`src/rtl/seg_decoder.sv`:
```
// seg_decoder: samples a multiplexed 7-segment display and rebuilds the 4-digit hex value it shows
module seg_decoder #(
    parameter int SETTLE  = 4,
    parameter int TIMEOUT = 1024
) (
    input  logic        clock,
    input  logic        reset,
    input  logic [7:0]  segments,
    input  logic [3:0]  digit,
    output logic [15:0] value,
    output logic [3:0]  dp,
    output logic        valid,
    output logic        frame_done,
    output logic        decode_err
);
    typedef enum logic {SETTLING, HELD} state_t;
    state_t state_q, state_d;
    logic [11:0] s1_q, s2_q, s3_q;
    logic [7:0]  cnt_q, cnt_d;
    logic [15:0] tcnt_q, tcnt_d;
    logic [15:0] nib_q, nib_d, value_q, value_d;
    logic [3:0]  dps_q, dps_d, bad_q, bad_d, seen_q, seen_d, dp_q, dp_d;
    logic        valid_q, valid_d, done_q, done_d, err_q, err_d;
    logic        changed, settle_hit, one_hot, capture, publish, expire;
    logic [3:0]  sel;
    logic [4:0]  dec;

    // returns {bad, nibble}; an unknown pattern yields nibble 0 with bad set
    function automatic logic [4:0] decode(input logic [6:0] p);
        case (p)
            7'h3F: decode = 5'h00;
            7'h06: decode = 5'h01;
            7'h5B: decode = 5'h02;
            7'h4F: decode = 5'h03;
            7'h66: decode = 5'h04;
            7'h6D: decode = 5'h05;
            7'h7D: decode = 5'h06;
            7'h07: decode = 5'h07;
            7'h7F: decode = 5'h08;
            7'h6F: decode = 5'h09;
            7'h77: decode = 5'h0A;
            7'h7C: decode = 5'h0B;
            7'h39: decode = 5'h0C;
            7'h5E: decode = 5'h0D;
            7'h79: decode = 5'h0E;
            7'h71: decode = 5'h0F;
            default: decode = 5'h10;
        endcase
    endfunction

    assign changed    = s2_q != s3_q;
    assign settle_hit = !changed && cnt_q == 8'(SETTLE - 1);
    assign sel        = ~s2_q[11:8];
    assign one_hot    = sel != 4'h0 && (sel & (sel - 4'h1)) == 4'h0;
    assign capture    = state_q == SETTLING && settle_hit && one_hot;
    assign publish    = seen_q == 4'hF;
    assign expire     = !capture && tcnt_q == 16'(TIMEOUT - 1);
    assign dec        = decode(~s2_q[6:0]);

    // two-flop synchroniser plus a third stage used only to detect input changes
    always_ff @(posedge clock or posedge reset) begin
        if (reset) begin
            s1_q <= '1;
            s2_q <= '1;
            s3_q <= '1;
        end else begin
            s1_q <= {digit, segments};
            s2_q <= s1_q;
            s3_q <= s2_q;
        end
    end

    // capture FSM: held after the input has been stable long enough, re-arm on any change
    always_comb begin
        state_d = changed ? SETTLING : settle_hit ? HELD : state_q;
    end

    // stability/timeout counters, slot capture and atomic frame publish
    always_comb begin
        cnt_d   = changed ? 8'h0 : cnt_q == 8'(SETTLE) ? cnt_q : cnt_q + 8'h1;
        tcnt_d  = (capture || expire) ? 16'h0 : tcnt_q + 16'h1;
        nib_d   = nib_q;
        dps_d   = dps_q;
        bad_d   = bad_q;
        seen_d  = seen_q;
        value_d = value_q;
        dp_d    = dp_q;
        err_d   = err_q;
        valid_d = valid_q;
        done_d  = publish;
        if (publish) begin
            value_d = nib_q;
            dp_d    = dps_q;
            err_d   = |bad_q;
            valid_d = 1'b1;
            seen_d  = 4'h0;
            bad_d   = 4'h0;
        end else if (expire) begin
            valid_d = 1'b0;
            seen_d  = 4'h0;
            bad_d   = 4'h0;
        end
        if (capture) begin
            for (int i = 0; i < 4; i++) begin
                if (sel[i]) begin
                    nib_d[4*i +: 4] = dec[3:0];
                    dps_d[i]        = ~s2_q[7];
                    bad_d[i]        = dec[4];
                    seen_d[i]       = 1'b1;
                end
            end
        end
    end

    // state registers
    always_ff @(posedge clock or posedge reset) begin
        if (reset) begin
            state_q <= SETTLING;
            cnt_q   <= '0;
            tcnt_q  <= '0;
            nib_q   <= '0;
            dps_q   <= '0;
            bad_q   <= '0;
            seen_q  <= '0;
            value_q <= '0;
            dp_q    <= '0;
            err_q   <= 1'b0;
            valid_q <= 1'b0;
            done_q  <= 1'b0;
        end else begin
            state_q <= state_d;
            cnt_q   <= cnt_d;
            tcnt_q  <= tcnt_d;
            nib_q   <= nib_d;
            dps_q   <= dps_d;
            bad_q   <= bad_d;
            seen_q  <= seen_d;
            value_q <= value_d;
            dp_q    <= dp_d;
            err_q   <= err_d;
            valid_q <= valid_d;
            done_q  <= done_d;
        end
    end

    assign value      = value_q;
    assign dp         = dp_q;
    assign valid      = valid_q;
    assign frame_done = done_q;
    assign decode_err = err_q;
endmodule

```
`config.mk`:
```
export PLATFORM = sky130hd
export DESIGN_NAME = seg_decoder
export DESIGN_NICKNAME = d
export VERILOG_FILES = /design/src/rtl/seg_decoder.sv
export SDC_FILE = /design/constraint.sdc
export NUM_CORES = 1
export LEC_CHECK = 0
export BUFFER_PORTS_ARGS = -buffer_cell sky130_fd_sc_hd__buf_2
export CAP_MARGIN = 15
export CORE_MARGIN = 4
export CORE_UTILIZATION = 67
export CTS_BUF_LIST = sky130_fd_sc_hd__clkbuf_4
export DETAILED_ROUTE_END_ITERATION = 16
export MAX_ROUTING_LAYER = met4
export PLACE_DENSITY = 0.88
export RECOVER_POWER = 25
export SYNTH_ARGS = -nofsm -noshare
export SYNTH_HDL_FRONTEND = slang
export SYNTH_SLANG_ARGS = --single-unit
```
`constraint.sdc`:
```
create_clock -name clock -period 6.6 [get_ports clock]
set_input_delay 0.99 -clock clock [delete_from_list [all_inputs] [get_ports clock]]
set_output_delay 0.99 -clock clock [all_outputs]
set_load 0.02 [all_outputs]
```
# Word level (Yosys, flattened, before mapping)

Cells that the tools add are included.
W data, S select, Z words.

Bits in registers: 112
Output and inout port bits: 23
Logic and storage cells: 90

$add $sub $neg: 3
Eq/ne operators: 22
Mux-type cells: 22
Bitwise logic cells: 5
Reduce and logical (&&, ||, !) cells: 17

Operators with widths:

| kind                    | number |
|---|---|
| $eq A7 B7 Y1 const B    | 12 |
| $pmux W5 S16            | 1 |
| $mux W4                 | 6 |
| $add A16 B1 Y16 const B | 1 |
| $eq A16 B10 Y1 const B  | 1 |
| $mux W16                | 1 |
| $mux W8                 | 2 |
| $eq A7 B3 Y1 const B    | 2 |
| $eq A7 B6 Y1 const B    | 2 |
| $mux W1                 | 12 |
| $ne A12 B12 Y1          | 1 |
| $add A8 B1 Y8 const B   | 1 |
| $eq A8 B2 Y1 const B    | 1 |
| $eq A8 B3 Y1 const B    | 1 |
| $reduce_and A2 Y1       | 4 |
| $not A7 Y7              | 1 |
| $logic_and A1 B1 Y1     | 5 |
| $and A4 B4 Y4           | 1 |
| $eq A4 B4 Y1 const B    | 1 |
| $logic_not A4 Y1        | 1 |
| $not A4 Y4              | 1 |
| $reduce_bool A2 Y1      | 2 |
| $reduce_bool A4 Y1      | 1 |
| $reduce_or A4 Y1        | 1 |
| 5 further kinds         | 7 |

# Depth between registers and ports, before layout

Gate-level depths: netlist of the first run.

Depth after elaboration: 12
Depth in mapped cells: 8

# Least setup slack after synthesis of the first run

OpenSTA, ideal clock, no wires.

Path kind: register to register
Start point: register s2_q[9]
End point: register nib_q[0]
Arrival: 2,076 ps
Required time: 6,475 ps
Setup slack: 4,400 ps
Stages on the path, launching flop included: 8
Path buffers: 2
Period minus slack after synthesis: 2,200 ps
Cells stage by stage: dfstp_2 buf_2 xnor2_1 nand4_1 or3_1 buf_6 nor3_4 mux2_2

Word-level cells in the longest chain between the ends: 7
Elaborated cells between the ends (all ways): 12
Those cells by class: 1 x add/sub; 1 x eq/ne; 2 x bitwise; 8 x reduce/logical

RTL lines:

| element                         | line | RTL |
|---|---|---|
| start: declaration              | 18   | `logic [11:0] s1_q, s2_q, s3_q;` |
| start signal: assignment        | 68   | `s2_q <= s1_q;` |
| $not A4 Y4                      | 53   | `assign sel = ~s2_q[11:8];` |
| $sub A4 B1 Y4                   | 54   | `assign one_hot = sel != 4'h0 && (sel & (sel - 4'h1)) == 4'h0;` |
| $and A4 B4 Y4                   | 54   |  |
| $logic_not A4 Y1                | 54   |  |
| $logic_and A1 B1 Y1             | 54   |  |
| $logic_and A1 B1 Y1 (*)         | 55   | `assign capture = state_q == SETTLING && settle_hit && one_hot;` |
| $reduce_and A2 Y1 (no line) (*) | n/a  |  |
| end signal: assignment          | 134  | `nib_q <= nib_d;` |
| end: declaration                | 21   | `logic [15:0] nib_q, nib_d, value_q, value_d;` |

Mark *: on every way between the ends. The rest lies on a longest branch, timed or not.
A chain may end at the register's enable or synchronous reset.

# Worst setup path after layout of the first run

Start point: register s2_q[5]
End point: register tcnt_q[6]

Word-level cells in the longest chain between the ends: 9

RTL lines:

| element                               | line | RTL |
|---|---|---|
| $ne A12 B12 Y1 (*)                    | 51   | `assign changed = s2_q != s3_q;` |
| $logic_not A1 Y1 (*)                  | 52   | `assign settle_hit = !changed && cnt_q == 8'(SETTLE - 1);` |
| $logic_and A1 B1 Y1 (*)               | 52   |  |
| $logic_and A1 B1 Y1 (*) (2 in series) | 55   |  |
| $logic_not A1 Y1                      | 57   | `assign expire = !capture && tcnt_q == 16'(TIMEOUT - 1);` |
| $logic_and A1 B1 Y1                   | 57   |  |
| $logic_or A1 B1 Y1 (*)                | 81   | `tcnt_d = (capture \|\| expire) ? 16'h0 : tcnt_q + 16'h1;` |
| $mux W16 (*)                          | 81   |  |
| named net tcnt_d[6]                   | 20   | `logic [15:0] tcnt_q, tcnt_d;` |
| end signal: assignment                | 133  | `tcnt_q <= tcnt_d;` |
| end: declaration                      | 20   |  |

Mark *: on every way through the listed nets, which the timed path passes. The rest lies on a longest branch.

==> results of run 1 <==
==> registers in the layout, indices dropped and copies added, names as in the netlist, 4 cells and up <==
| register | flops |
|---|---|
| s3_q | 12 |
| cnt_q | 8 |
| seen_q | 4 |
| dps_q | 4 |
| dp | 4 |
| value | 16 |
| s2_q | 12 |
| tcnt_q | 16 |
| bad_q | 4 |
| s1_q | 12 |
| nib_q | 16 |
==> metrics by stage <==
| stage | hold WS, ps | instances |
|---|---|---|
| 2_1_floorplan | 345.2 | 416 |
| 3_3_place_gp | 345.7 | 530 |
| 3_5_place_dp | 347.2 | 530 |
| 4_1_cts | 367.8 | 546 |
| 5_1_grt | 377.4 | 546 |
| 6_report | 371.5 | 546 |
==> Yosys cell counts (all sizes together) (2+ instances only) <==
| cell type | number |
|---|---|
| nand4b | 5 |
| a31oi | 2 |
| nor3b | 5 |
| o22ai | 4 |
| dfstp | 36 |
| xnor2 | 21 |
| xor2 | 13 |
| o41ai | 4 |
| dfrtp | 76 |
| mux2 | 12 |
| nor2b | 3 |
| nand2 | 57 |
| nand4 | 12 |
| buf | 10 |
| nor3 | 7 |
| mux2i | 8 |
| and4 | 2 |
| or4b | 3 |
| ha | 3 |
| inv | 22 |
| a21oi | 8 |
| and3 | 6 |
| o31ai | 3 |
| nor2 | 30 |
| clkbuf | 10 |
| o21ai | 17 |
| nor4 | 4 |
| o211ai | 3 |
| nand3 | 20 |
==> how the worst min path moves through the flow <==
stage	start	endpoint	slack (ps)	cells past startpoint
final	s1_q[8]	s2_q[8]	370	0
after global routing	s1_q[10]	s2_q[10]	380	0
after floorplan	s1_q[0]	s2_q[0]	350	0
after global placement	s1_q[2]	s2_q[2]	350	0
after CTS	s1_q[11]	s2_q[11]	370	0
after detailed placement	s1_q[11]	s2_q[11]	350	0
==> routing by layer <==
layer | part of all wire | wire length (µm)
met1 | 0.43 | 3628
met2 | 0.50 | 4176
met3 | 0.046 | 383
met4 | 0.020 | 167
met5 | 0 | 0
==> cells by family (layout without fill, tap and decap cells) <==
logic type,Yosys count,in the layout
flops,112,112
simple gates,159,159
compound gates,46,46
xor+xnor,34,34
fa+ha+maj,3,3
mux,20,20
buf+inv,42,76
==> cell type report <==
type                    count  area share
clock buffers               9     0.01320
clock inverters             7     0.01516
inverters                  22     0.01638
multi-input cells         262      0.3372
flip-flops and latches    112      0.5565
well taps                  96     0.02347
repair buffers             38     0.03814
==> report_power, final <==
part / internal (mW) / switching, mW
registers: 0.706 / 0.0166
clock network: 0.121 / 0.221
logic: 0.0155 / 0.0244
==> worst max-delay path, stage by stage, from the launching register on <==
cell     delay, ps
dfstp_1        890
xnor2_1        180
nand4_1        170
or3_1          680
o31ai_4        670
nor2_1         120
==> summary.txt, run 1 <==
Run status
  • Status: finished, violations left
  • Failing checks: max-capacitance violations, max-slew violations

Job
  • Max-cap viol count: 1

Power
  • Power Total: 1.104 mW
  • Power density cells: 215.6 nW/µm²
  • VDD IR max: 0.0001842 V
  • Leakage power: 2.421 nW

Route
  • Average wire per standard cell: 15.30 µm
  • DR vias: 3095
  • Starting DRT DRC Count: 221
  • Final Routed Wirelength: 8355 µm
  • Drc violations: 0
  • Antenna Nets Post-Route: 0
  • Vias per cell: 5.668
  • Drt pass-1 iters: 4

Global routing
  • M3 GR Usage: 0.04630
  • Met1 Track Usage GR: 0.2813
  • Met2 Use GR: 0.3511
  • Pin count of the biggest net entering global routing: 69
  • Total Routing Usage GR: 0.2206
  • Global route total overflow: 0
  • Initial antenna violation count: 0
  • First-pass GRT wire length: 14480 µm
  • GRT Max-Usage Layer: met2
  • Vias in the first global route: 3100

Critical path
  • CP Class: reg -> reg
  • Crit Path Max Fanout: 17
  • Reg2reg end: tcnt_q[6]
  • Worst reg2reg path depth: 5
  • R2r setup slk: 3770 ps
  • Reg2reg start: s2_q[5]
  • CP Launch Type: register
  • Worst Setup End Kind: register
  • Worst setup endpoint: tcnt_q[6]
  • Worst Path Arrival: 3160 ps
  • Worst Path Required: 6920 ps
  • Crit path from: s2_q[5]

Finish
  • Register area: 2848 µm²
  • Design area: 5117 µm²
  • # diodes: 0
  • Area Overhead vs Synth: 7.237%
  • Final core utilization: 0.7450
  • Multi-input logic area: 1725 µm²
  • Final net count: 462
  • Commonest cells after routing, fill and taps aside: dfrtp_1 (76), nand2_1 (57), buf_2 (36)
  • Fillers: 460
  • Share of layout cells above drive strength 1: 0.2311
  • Commonest non-fill, non-tap cell in the layout: dfrtp_1

Timing
  • Max-slew violations: 46
  • Skew final: 21.01 ps
  • Final Critical Period: 2833 ps
  • Tightest Pin Transition: 1771 ps
  • Worst slew margin relative to its limit: -0.1871
  • Hold Vio Cnt, Final: 0
  • FMAX: 352.9 MHz
  • Final number of setup-violating endpoints: 0
  • Final worst-path cycle share: 0.4293
  • Final setup margin: 3767 ps
  • RSZ-0062 raised after global routing: false
  • Setup TNS Final: 0 ps

Clock network
  • Root Driver: clkbuf_4
  • Clock transition at path regs: 160 ps
  • Resized cells post-CTS: 0
  • Clock sink count: 112
  • CTS H-tree depth: 3
  • CTS Buffer Depth: 2
  • Clock buffer count from CTS: 9
  • Post-CTS setup buffer count: 0
  • Clk Latency, worst-skew pair: 460 ps
  • CTS tree: built
  • Hold buffer count at CTS: 0

Synth
  • Post-synthesis cell count: 416
  • Asr flop ratio synth: 1.000
  • Post-synthesis simple-gate area fraction: 0.1820
  • Post-synth top area cell: dfrtp_1
  • Top FF cell, synth: dfrtp_1
  • Mean post-synth cell area: 11.47 µm²
  • Post-synthesis compound-gate area fraction: 0.06424
  • Synth top area share: 0.3985
  • Cell variety after synth: 50
  • Number of synthesized flops with an enable pin: 0
  • Synth Area in XOR/XNOR: 0.06240
  • Ys Warns: 0
  • Largest family of logic cells by synthesized area: simple AND/OR/NAND/NOR gates
  • Post-synthesis cell area: 4772 µm²
  • Sequential cell area fraction in the yosys report: 0.5967
  • Syn nets: 433
  • Flops & latches, synth: 112
  • Post-Synth Adder-Cell Area: 0.007866
  • Top post-synthesis cells by area: dfrtp_1 (40%), dfstp_2 (20%), nand2_1 (4.5%), xnor2_1 (3.9%), mux2_2 (2.8%)
  • Mux cell area share after synthesis: 0.04510

Floorplanning
  • Die area: 8537 µm²
  • Io pins: 37
  • Chip width: 92.40 µm
  • # rows: 30
  • Die Y: 92.40 µm
  • Core box area: 6869 µm²
  • Initial Util: 0.6947

Place
  • Detailed placement HPWL: 5851 µm
  • Input/output buffers: 36
  • Place WS: 3936 ps
  • Gp weighted congestion: 0.8314
  • Placed Area: 4974 µm²

Hold path
  • Hold Path Class: reg -> reg
(Power assumes the default switching activity.)
==> inputs of run 2 (changes only) <==
--- a/config.mk
+++ b/config.mk
@@ -5,14 +5,15 @@
 export SDC_FILE = /design/constraint.sdc
 export NUM_CORES = 1
 export LEC_CHECK = 0
+export ABC_AREA = 1
 export BUFFER_PORTS_ARGS = -buffer_cell sky130_fd_sc_hd__buf_2
 export CAP_MARGIN = 15
 export CORE_MARGIN = 4
-export CORE_UTILIZATION = 67
+export CORE_UTILIZATION = 62
 export CTS_BUF_LIST = sky130_fd_sc_hd__clkbuf_4
 export DETAILED_ROUTE_END_ITERATION = 16
 export MAX_ROUTING_LAYER = met4
-export PLACE_DENSITY = 0.88
+export PLACE_DENSITY = 0.82
 export RECOVER_POWER = 25
 export SYNTH_ARGS = -nofsm -noshare
 export SYNTH_HDL_FRONTEND = slang
==> constraint.sdc (replaced) <==
create_clock -name clock -period 2.73 [get_ports clock]
set_input_delay 0.4095 -clock clock [delete_from_list [all_inputs] [get_ports clock]]
set_output_delay 0.4095 -clock clock [all_outputs]
set_load 0.02 [all_outputs]
==> summary.txt, run 2 <==
Floorplanning
  • Die area: 8981 µm² (+5.2%)
  • Core box area: 7292 µm² (+6.2%)
  • Chip width: 94.77 µm (+2.6%)
  • Initial Util: 0.6402 (-0.05453)
  • # rows: 31 (+3.3%)
  • Die Y: 94.77 µm (+2.6%)
  • Io pins: 37 (unchanged)

Route
  • Drc violations: 0 (unchanged)
  • Average wire per standard cell: 12.04 µm (-21%)
  • Final Routed Wirelength: 7985 µm (-4.4%)
  • DR vias: 3365 (+8.7%)
  • Starting DRT DRC Count: 165 (-25%)
  • Vias per cell: 5.075 (-10%)
  • Antenna Nets Post-Route: 0 (unchanged)
  • Drt pass-1 iters: 4 (unchanged)

Finish
  • Share of layout cells above drive strength 1: 0.1702 (-0.06090)
  • Commonest non-fill, non-tap cell in the layout: nand2_1
  • Final net count: 576 (+25%)
  • # diodes: 0 (unchanged)
  • Commonest cells after routing, fill and taps aside: nand2_1 (134), dfrtp_1 (76), inv_1 (69)
  • Area Overhead vs Synth: 10.29%

Synth
  • Synth top cells by count: nand2_1 (134), dfrtp_1 (76), inv_1 (70), nor2_1 (50), o21ai_0 (46)
  • Post-synthesis cell area: 4668 µm² (-2.2%)
  • Asr flop ratio synth: 1.000 (unchanged)
  • Top FF cell, synth: dfrtp_1
  • Mean post-synth cell area: 9.118 µm² (-21%)
  • Synth top area share: 0.4074 (+0.008866)
  • Top post-synthesis cells by area: dfrtp_1 (41%), dfstp_2 (20%), nand2_1 (11%), inv_1 (5.6%), o21ai_0 (4.9%)
  • Most numerous cell in the Yosys netlist: nand2_1
  • Cell variety after synth: 30 (-40%)
  • Sequential cell area fraction in the yosys report: 0.6100 (+0.01328)
  • Syn nets: 529 (+22%)
  • Post-synthesis cell count: 512 (+23%)
  • Post-synth top area cell: dfrtp_1
  • Ys Warns: 0 (unchanged)
  • Number of synthesized flops with an enable pin: 0 (unchanged)
  • Flops & latches, synth: 112 (unchanged)

Run status
  • Status: finished clean

Timing
  • Skew final: 27.90 ps (+6.883 ps)
  • RSZ-0062 raised after global routing: false
  • Max-slew violations: 0 (-100%)
  • Tightest Pin Transition: 1117 ps (-654.2 ps)
  • Final worst-path cycle share: 0.7225 (+0.2932)
  • WHS: 49.31 ps (-322.2 ps)
  • FMAX: 507.0 MHz (+44%)
  • Final setup margin: 757.5 ps (-3009 ps)
  • Hold Vio Cnt, Final: 0 (unchanged)
  • Worst slew margin relative to its limit: 0.2514 (+0.4385)
  • Final Critical Period: 1972 ps (-860.8 ps)
  • Final number of setup-violating endpoints: 0 (unchanged)
  • Setup TNS Final: 0 ps (unchanged)

Power
  • VDD IR max: 0.0003965 V (+120%)
  • Power density cells: 519.1 nW/µm² (+140%)
  • Leakage power: 2.573 nW (+6.3%)

Clock network
  • CTS Buffer Depth: 2 (unchanged)
  • Clk Latency, worst-skew pair: 440 ps (-20 ps)
  • Clock buffer count from CTS: 9 (unchanged)
  • CTS H-tree depth: 3 (unchanged)
  • Clock transition at path regs: 180 ps (+20 ps)
  • Clock sink count: 112 (unchanged)
  • CTS tree: built
  • Root Driver: clkbuf_4

Critical path
  • Crit path from: tcnt_q[0]
  • CP Class: reg -> reg
  • Reg2reg end: tcnt_q[13]
  • Worst Path Arrival: 2340 ps (-820 ps)
  • Worst setup endpoint: tcnt_q[13]
  • R2r setup slk: 760 ps (-3010 ps)
  • CP Launch Type: register
  • Reg2reg start: tcnt_q[0]
  • Worst Path Required: 3090 ps (-3830 ps)
  • Crit Path Max Fanout: 14 (-3)
  • Worst Setup End Kind: register
  • Worst reg2reg path depth: 11 (+6)

Place
  • Detailed placement HPWL: 5737 µm (-2.0%)
  • Gp weighted congestion: 0.8875 (+6.7%)
  • Input/output buffers: 36 (unchanged)
  • Place WS: 807.9 ps (-3128 ps)

Global routing
  • Total Routing Usage GR: 0.2029 (-0.01778)
  • Vias in the first global route: 3243 (+4.6%)
  • First-pass GRT wire length: 14040 µm (-3.1%)
  • Pin count of the biggest net entering global routing: 76 (+10%)
  • Global route total overflow: 0 (unchanged)
  • Initial antenna violation count: 0 (unchanged)

Hold path
  • Hold Crit Depth: 1 (+1)
  • Hold Path Class: in -> reg

Job
  • Max-cap viol count: 0 (-1)
==> run 2: cells by family (layout without fill, tap and decap cells) <==
kind of cell | count (synthesis) | count (layout) | share of synthesized area
xor+xnor | 11 | 11 | 0.02064
compound gates | 63 | 63 | 0.07263
flops | 112 | 112 | 0.6100
simple gates | 240 | 240 | 0.2192
fa+ha+maj | 3 | 3 | 0.008042
buf+inv | 83 | 135 | 0.06942
==> run 2: cell type report <==
class                           count  area, µm²
Fill cell                         563       2143
Inverter                           78      299.0
Tap cell                           99      123.9
Timing Repair Buffer               41      229.0
Sequential cell                   112       2848
Multi-Input combinational cell    317       1496
Clock buffer                        9      67.56
Clock inverter                      7      85.08
==> run 2: power breakdown <==
part	internal [mW]	total (mW)	switching [mW]	leakage (nW)
registers	1.71	1.73	0.0223	1.42
logic	0.0316	0.100	0.0685	1.07
clock network	0.298	0.845	0.547	0.0830
total	2.04	2.67	0.637	2.57
==> run 2: metal layers <==
layer  GRT usage  part of all wire  wire length (µm)
met1      0.2616              0.46              3708
met2      0.3312              0.48              3846
met3     0.03347             0.044               351
met4     0.06370            0.0098                78
met5           -                 0                 0
==> run 2: what timing repair did <==
action,4_1_cts,5_1_grt
gates resized for setup,0,0
hold buffers,1,0
setup buffers,0,0
endpoints found under the hold margin,23,0
setup endpoints to repair,0,0
==> run 2: critical path, stage by stage, from the launching register on <==
cell	delay, ps
dfrtp_1	420
ha_1	180
nand2_1	50
inv_1	100
nand3_1	150
nor2_2	180
nand2_1	110
nor2_2	190
inv_1	80
nand2_2	220
nor2_1	60
and2_1	150
==> run 2: how the worst min path moves through the flow <==
stage	startpoint	end	slack (ps)
2_1_floorplan	s1_q[0]	s2_q[0]	350
3_3_place_gp	s1_q[8]	s2_q[8]	350
3_5_place_dp	s1_q[4]	s2_q[4]	350
4_1_cts	segments[0]	s1_q[0]	10
5_1_grt	segments[0]	s1_q[0]	0.7
6_report	segments[1]	s1_q[1]	50
==> run 2: metrics by stage <==
step / std cells / power (mW) / utilization / instance area, µm²
floorplan: 512 / 1.825 / - / 4672
global placement: 646 / 1.859 / 0.6846 / 4992
detailed placement: 646 / 1.864 / 0.6846 / 4992
CTS: 663 / 2.710 / 0.7069 / 5155
global route: 663 / 2.786 / 0.7061 / 5149
finish: 663 / 2.673 / 0.7061 / 5149
